$ cat src/rtl/uart_pkg.sv
// UART shared constants: baud selection codes and phase-increment helper.
// No ports; imported by baud_gen.
package uart_pkg;

  localparam logic [2:0] BAUD_9600   = 3'd0;
  localparam logic [2:0] BAUD_19200  = 3'd1;
  localparam logic [2:0] BAUD_38400  = 3'd2;
  localparam logic [2:0] BAUD_57600  = 3'd3;
  localparam logic [2:0] BAUD_115200 = 3'd4;

  localparam int NUM_RATES = 5;

  // round(16 * baud * 2^acc_w / clk_freq)
  function automatic longint unsigned baud_inc(
    input longint unsigned clk_freq,
    input longint unsigned baud,
    input int              acc_w
  );
    longint unsigned num;
    num = (64'd16 * baud) << acc_w;
    return (num + (clk_freq >> 1)) / clk_freq;
  endfunction

endpackage

$ cat src/rtl/baud_gen.sv
// Fractional baud generator: 16x os_tick and 1x baud_tick from clk.
// Ports: clk, rst, sel[2:0], busy -> os_tick, baud_tick, active_sel, rate_changed.
module baud_gen
  import uart_pkg::*;
#(
  parameter int CLK_FREQ = 12000000,
  parameter int ACC_W    = 24
) (
  input  logic       clk,
  input  logic       rst,
  input  logic [2:0] sel,
  input  logic       busy,
  output logic       os_tick,
  output logic       baud_tick,
  output logic [2:0] active_sel,
  output logic       rate_changed
);

  localparam longint unsigned CF = longint'(CLK_FREQ);

  localparam logic [ACC_W-1:0] INC0 =
    ACC_W'(baud_inc(CF, 64'd9600, ACC_W));
  localparam logic [ACC_W-1:0] INC1 =
    ACC_W'(baud_inc(CF, 64'd19200, ACC_W));
  localparam logic [ACC_W-1:0] INC2 =
    ACC_W'(baud_inc(CF, 64'd38400, ACC_W));
  localparam logic [ACC_W-1:0] INC3 =
    ACC_W'(baud_inc(CF, 64'd57600, ACC_W));
  localparam logic [ACC_W-1:0] INC4 =
    ACC_W'(baud_inc(CF, 64'd115200, ACC_W));

  logic [ACC_W-1:0] acc_q, acc_d;
  logic [3:0]       div_q, div_d;
  logic             os_q, os_d;
  logic             bt_q, bt_d;
  logic [2:0]       act_q, act_d;
  logic             rc_q, rc_d;

  logic [2:0]       sel_n;
  logic [ACC_W-1:0] inc;
  logic [ACC_W:0]   sum;
  logic             carry;

  // Unsupported codes fall back to 9600 before comparing.
  assign sel_n = (sel > BAUD_115200) ? BAUD_9600 : sel;

  always_comb begin
    case (act_q)
      BAUD_19200:  inc = INC1;
      BAUD_38400:  inc = INC2;
      BAUD_57600:  inc = INC3;
      BAUD_115200: inc = INC4;
      default:     inc = INC0;
    endcase
  end

  assign sum   = {1'b0, acc_q} + {1'b0, inc};
  assign carry = sum[ACC_W];

  always_comb begin
    acc_d = sum[ACC_W-1:0];
    div_d = div_q;
    os_d  = carry;
    bt_d  = 1'b0;
    act_d = act_q;
    rc_d  = 1'b0;
    if (!busy && (sel_n != act_q)) begin
      // Restart phase so the new rate begins cleanly.
      acc_d = '0;
      div_d = '0;
      os_d  = 1'b0;
      act_d = sel_n;
      rc_d  = 1'b1;
    end else if (carry) begin
      div_d = div_q + 4'd1;
      bt_d  = (div_q == 4'd15);
    end
  end

  always_ff @(posedge clk) begin
    if (rst) begin
      acc_q <= '0;
      div_q <= '0;
      os_q  <= 1'b0;
      bt_q  <= 1'b0;
      act_q <= BAUD_9600;
      rc_q  <= 1'b0;
    end else begin
      acc_q <= acc_d;
      div_q <= div_d;
      os_q  <= os_d;
      bt_q  <= bt_d;
      act_q <= act_d;
      rc_q  <= rc_d;
    end
  end

  assign os_tick      = os_q;
  assign baud_tick    = bt_q;
  assign active_sel   = act_q;
  assign rate_changed = rc_q;

endmodule

$ cat config.mk
export PLATFORM = sky130hd
export DESIGN_NAME = baud_gen
export DESIGN_NICKNAME = d
export VERILOG_FILES = /design/src/rtl/uart_pkg.sv /design/src/rtl/baud_gen.sv
export SDC_FILE = /design/constraint.sdc
export NUM_CORES = 1
export LEC_CHECK = 0
export BUFFER_PORTS_ARGS = -buffer_cell sky130_fd_sc_hd__buf_4
export CAP_MARGIN = 0
export CORE_UTILIZATION = 62
export CTS_CLUSTER_DIAMETER = 50
export DETAILED_ROUTE_END_ITERATION = 12
export PLACE_DENSITY = 0.9
export SLEW_MARGIN = 40
export SYNTH_ARGS = -nofsm -noshare
export SYNTH_HDL_FRONTEND = slang
export SYNTH_SLANG_ARGS = --single-unit
$ cat constraint.sdc
create_clock -name clk -period 3.6 [get_ports clk]
set_input_delay 0.36 -clock clk [delete_from_list [all_inputs] [get_ports clk]]
set_output_delay 0.36 -clock clk [all_outputs]
set_load 0.05 [all_outputs]
# == After elaboration in Yosys (flattened, before gate mapping) ==
# Cells that the tools add are included.
# Widths: inputs -> output; s select.
# totals
wordCells,23
input_bits,6
out_inout_bits,6
register_bits,34
# op_classes
n_bitwise,1
n_lt_le_gt_ge,1
n_addsub,2
n_eq_ne,6
n_reduce_logical,4
n_mux,3
# ops
operator,count
$pmux 22 s4,1
$add 24x24->25,1
$eq 3x2->1 const B,2
$add 4x1->4 const B,1
$eq 4x4->1 const B,1
$eq 3x1->1 const B,1
$eq 3x3->1 const B,1
$gt 3x3->1 const B,1
$mux 3,1
$ne 3x3->1,1
$reduce_or 3->1,1
$reduce_or 2->1,1
$logic_and 1x1->1,1
$logic_not 1->1,1
$mux 1,1
$not 1->1,1

# == Longest topological paths before layout ==
# depth
ltp_word,5
depth_mapped,14
depth_no_buf,13

# == Worst setup path after synthesis ==
# No wires, ideal clock.
# synth_timing
path_kind,register to register
from,"reg act_q[1], in the netlist active_sel[1]"
to,reg acc_q[23]
n_path_buf,2
synth_period_minus_slack_ns,3.305
setup_time_ns,0.114
required_ns,3.486
stages_incl_launch_ff,15
arrival_ns,3.190
path_slack_ns,0.295
path_cell_list,dfxtp_1 buf_4 xnor2_1 nor2_1 or2_2 and2_1 ha_1 clkbuf_1 a21o_1 o21bai_1 maj3_1 a21o_1 o21ai_1 a211o_1 nand2_1
# synth_between
elab_chain_len,3
word_cells_on_any_way,9
classes_between,1 x add/sub; 5 x eq/ne; 1 x mux; 2 x reduce/logical
# synth_lines
element,line,source
"start, declared",baud_gen.sv:36,"logic [2:0] act_q, act_d;"
"start signal, assigned",baud_gen.sv:93,act_q <= act_d;
"$eq 3x3->1, or another cell as far along",baud_gen.sv:48,case (act_q)
$pmux 22 s4 or $logic_and 1x1->1 (tied branches),"baud_gen.sv:48, baud_gen.sv:67",
$add 24x24->25 or $reduce_or 2->1 (tied branches),n/a,
"end signal, assigned",baud_gen.sv:82,acc_q <= '0;
"end signal, assigned",baud_gen.sv:89,acc_q <= acc_d;
"end, declared",baud_gen.sv:32,"logic [ACC_W-1:0] acc_q, acc_d;"
# Parallel ways exist; a longest one is shown, timed or not.
# A chain may end at the register's enable or synchronous reset.

# == Worst setup path after layout ==
# Ends and elaborated chain as after synthesis.

==> flow_summary.json <==
{
  "grt_pass1_vias": 2146,
  "h-tree-depth": 2,
  "dpl.hpwl_um": 4470,
  "fin_skew_ns": 0.00521,
  "cts-root-buf": "clkbuf_8",
  "cts_tree": "yes",
  "grt_max_degree": 14,
  "p_leak_uw": 0.00107,
  "ys_ff_latch": 34,
  "drt.antenna.violating_nets": 0,
  "drt-initial-drc-count": 239,
  "grt_pass1_wl_um": 10000,
  "path_buf_inv": 0,
  "grt_most_used_layer": "met2",
  "cp-start-kind": "flop",
  "max_freq_ghz": 0.306,
  "drc": 0,
  "ys_warn_count": 0,
  "path_cells": "xnor2_1 > nor2_1 > or2_2 > and2_1 > ha_1 > a21o_1 > o21bai_1 > maj3_1 > a21o_1 > o21ai_1 > a211o_1 > nand2_1",
  "cp-end-kind": "flop",
  "syn2layout_area_growth_pct": 8.88,
  "post-place-cells": 364,
  "r2r-start": "active_sel[1]$_SDFFE_PP0P_",
  "ys.flop_type": "dfxtp_1",
  "die_h_um": 65.4,
  "worstPathRequired_ns": 3.79,
  "wl_per_cell_um": 16.5,
  "critPathMaxStageDelay_ns": 0.56,
  "setup-violations-final": 0,
  "ctsLongestPathBuffers": 2,
  "syn_area_per_cell_um2": 7.94,
  "fin_tns_setup_ns": 0,
  "min_from": "rst",
  "rsz0062_at_grt": "false",
  "cp_slowest_cell": "dfxtp_1",
  "ios": 12,
  "p_per_area_nw_per_um2": 514,
  "period_needed_ns": 3.26,
  "ys_seq_area_frac": 0.273,
  "reg2reg_slack_ns": 0.34,
  "path_max_fanout": 11,
  "start_util": 0.661,
  "crit_path_frequent_cell": "a21o_1",
  "nets": 350,
  "first_pass_iters": 5,
  "fin_crit_sh": 0.906,
  "syn_nets": 341,
  "use_met2": 0.487,
  "vdd_drop_max_uv": 437,
  "cts.sinks": 34,
  "port_buffers": 11,
  "post_cts_buffers": 0,
  "path_delay_family": "compound AO/OA/AOI/OAI gates",
  "async_reset_ff_frac": 0,
  "post_drt_via_cell_ratio": 6.40,
  "slew_headroom": 0.479,
  "globalplace.congestion": 0.962,
  "outcome": "finished clean",
  "synth_cell_types": 53,
  "syn_inst": 314,
  "holdPathEnd": "active_sel[2]$_SDFFE_PP0P_",
  "worst_slew_pin_slew_ns": 0.780,
  "max-cap-violations": 0,
  "finalHoldViolations": 0,
  "grt_use_total": 0.309,
  "die-area_um2": 4280,
  "routed_wl_um": 6120,
  "placed_cell_area_um2": 2600,
  "route.vias.total": 2374,
  "drive_gt1_frac": 0.0960,
  "drv_slew": 0,
  "std_cell_rows": 22,
  "cp.arrival_ns": 3.45,
  "hold_path_class": "primary input to flop",
  "core_um2": 3770,
  "use_met3": 0.0590,
  "overflow": 0,
  "synth_area_um2": 2490,
  "worstRegToRegCells": 12,
  "cts_inserted_buffers": 5,
  "cts_resized": 0,
  "antenna_cells": 0,
  "clkSlewWorstSetupHoldPaths_ns": 0.07,
  "fillers": 266,
  "stdcell_area_um2": 2720,
  "grtUsageMet1": 0.397,
  "hold_depth": 2,
  "fp.dieW_um": 65.4,
  "synth-edff-count": 0,
  "clkLatencyLatePin_ns": 0.29,
  "final_cells": 371,
  "antenna_found_initial": 0,
  "timing.rr.end": "acc_q[23]$_SDFF_PP0_",
  "ctsHoldBuffers": 0,
  "path_class": "flop to flop"
}
==> synthesized netlist by cell type, types with 3 or more instances <==
master    instances  share of area
o21a_1            4          0.012
a211oi_1          3         0.0090
o21ai_0          12          0.024
a31oi_1           4          0.010
inv_1            14          0.021
ha_1             21           0.11
and4_1            3          0.011
xnor2_1          12          0.042
nand3_1          11          0.022
o21ai_1           6          0.012
xor2_1           10          0.035
clkbuf_1         10          0.015
and2_1            6          0.015
a21o_1            9          0.027
nand2_1          19          0.029
nor3_1           11          0.022
o21bai_1          3         0.0090
maj3_1            3          0.012
a21oi_1          28          0.056
nand4_1           7          0.018
nor2_1           41          0.062
dfxtp_1          34           0.27
==> power breakdown <==
| part | switching [uW] | internal, uW | leakage (uW) |
|---|---|---|---|
| Clock | 147 | 222 | 0.0000573 |
| Combinational | 340 | 235 | 0.000731 |
| Sequential | 23.3 | 428 | 0.000278 |
==> stage by stage <==
stage / utilization / hold slack (ns) / power (uW) / setup slack, ns
final: 0.720 / 0.261 / 1400 / 0.337
after CTS: 0.720 / 0.256 / 1390 / 0.387
after detailed placement: 0.690 / 0.465 / 1010 / 0.407
after global placement: 0.690 / 0.455 / 1000 / 0.504
after global routing: 0.720 / 0.263 / 1470 / 0.153
after floorplan: - / 0.429 / 899 / 0.295
==> layout make-up <==
cell class                      instances  area, um2  area share
Multi-Input combinational cell        252       1690       0.624
Sequential cell                        34        681       0.251
Timing Repair Buffer                   15        113      0.0415
Clock buffer                            6       82.6      0.0304
Tap cell                               48       60.1      0.0221
Inverter                               15       56.3      0.0207
Clock inverter                          1       30.0      0.0111
==> cells in the final DEF, fill, tap and decap left out, types with 2 or more instances in the layout <==
master / instances
o21ai_1: 6
a21o_1: 9
maj3_1: 3
a211o_1: 2
nor4_1: 2
nand2_1: 19
o21a_1: 4
nand4_1: 7
xor2_1: 10
inv_1: 14
nor2b_1: 2
and2_1: 6
o31ai_1: 2
a21oi_1: 28
a2111oi_0: 2
a211oi_1: 3
nor3b_1: 2
and4_1: 3
nor2_1: 41
nand3_1: 11
dfxtp_1: 34
buf_4: 15
nor3_1: 11
clkbuf_8: 6
a21boi_0: 2
a2111o_1: 2
xnor2_1: 12
o21bai_1: 3
ha_1: 21
or3b_2: 2
o211ai_1: 2
o21ai_0: 12
a31oi_1: 4
nand2b_1: 2
==> worst max-delay path by stage <==
| stage | startpoint | end | slack (ns) | cells after the start |
|---|---|---|---|---|
| detailed placement | active_sel[1]$_SDFFE_PP0P_ | acc_q[23]$_SDFF_PP0_ | 0.41 | 12 |
| global placement | active_sel[1]$_SDFFE_PP0P_ | acc_q[23]$_SDFF_PP0_ | 0.50 | 12 |
| finish | active_sel[1]$_SDFFE_PP0P_ | acc_q[23]$_SDFF_PP0_ | 0.34 | 12 |
| global route | active_sel[2]$_SDFFE_PP0P_ | div_q[2]$_SDFFE_PP0P_ | 0.15 | 12 |
| CTS | active_sel[1]$_SDFFE_PP0P_ | acc_q[23]$_SDFF_PP0_ | 0.39 | 12 |
| floorplan | active_sel[1]$_SDFFE_PP0P_ | acc_q[23]$_SDFF_PP0_ | 0.30 | 14 |
==> sequential cells by signal, indices dropped and copies added (netlist names) <==
name / cells
active_sel: 3
os_tick: 1
rate_changed: 1
acc_q: 24
baud_tick: 1
div_q: 4
==> per-layer routing <==
metal | up-vias | share of wire
met2 | 132 | 0.46
li1 | 1151 | -
met5 | - | 0
met1 | 1072 | 0.43
met4 | 0 | 0.033
met3 | 19 | 0.084
==> cell families (layout without fill, tap and decap cells) <==
family                   after synthesis  in the layout  synth area share
AO/OA/AOI/OAI                         90             90             0.245
buffers and inverters                 28             37            0.0482
flip-flops                            34             34             0.273
XOR/XNOR                              23             23            0.0883
adder cells (fa/ha/maj)               25             25             0.122
AND/OR/NAND/NOR                      114            114             0.223
Note: power is estimated with default switching activity, not from simulation.
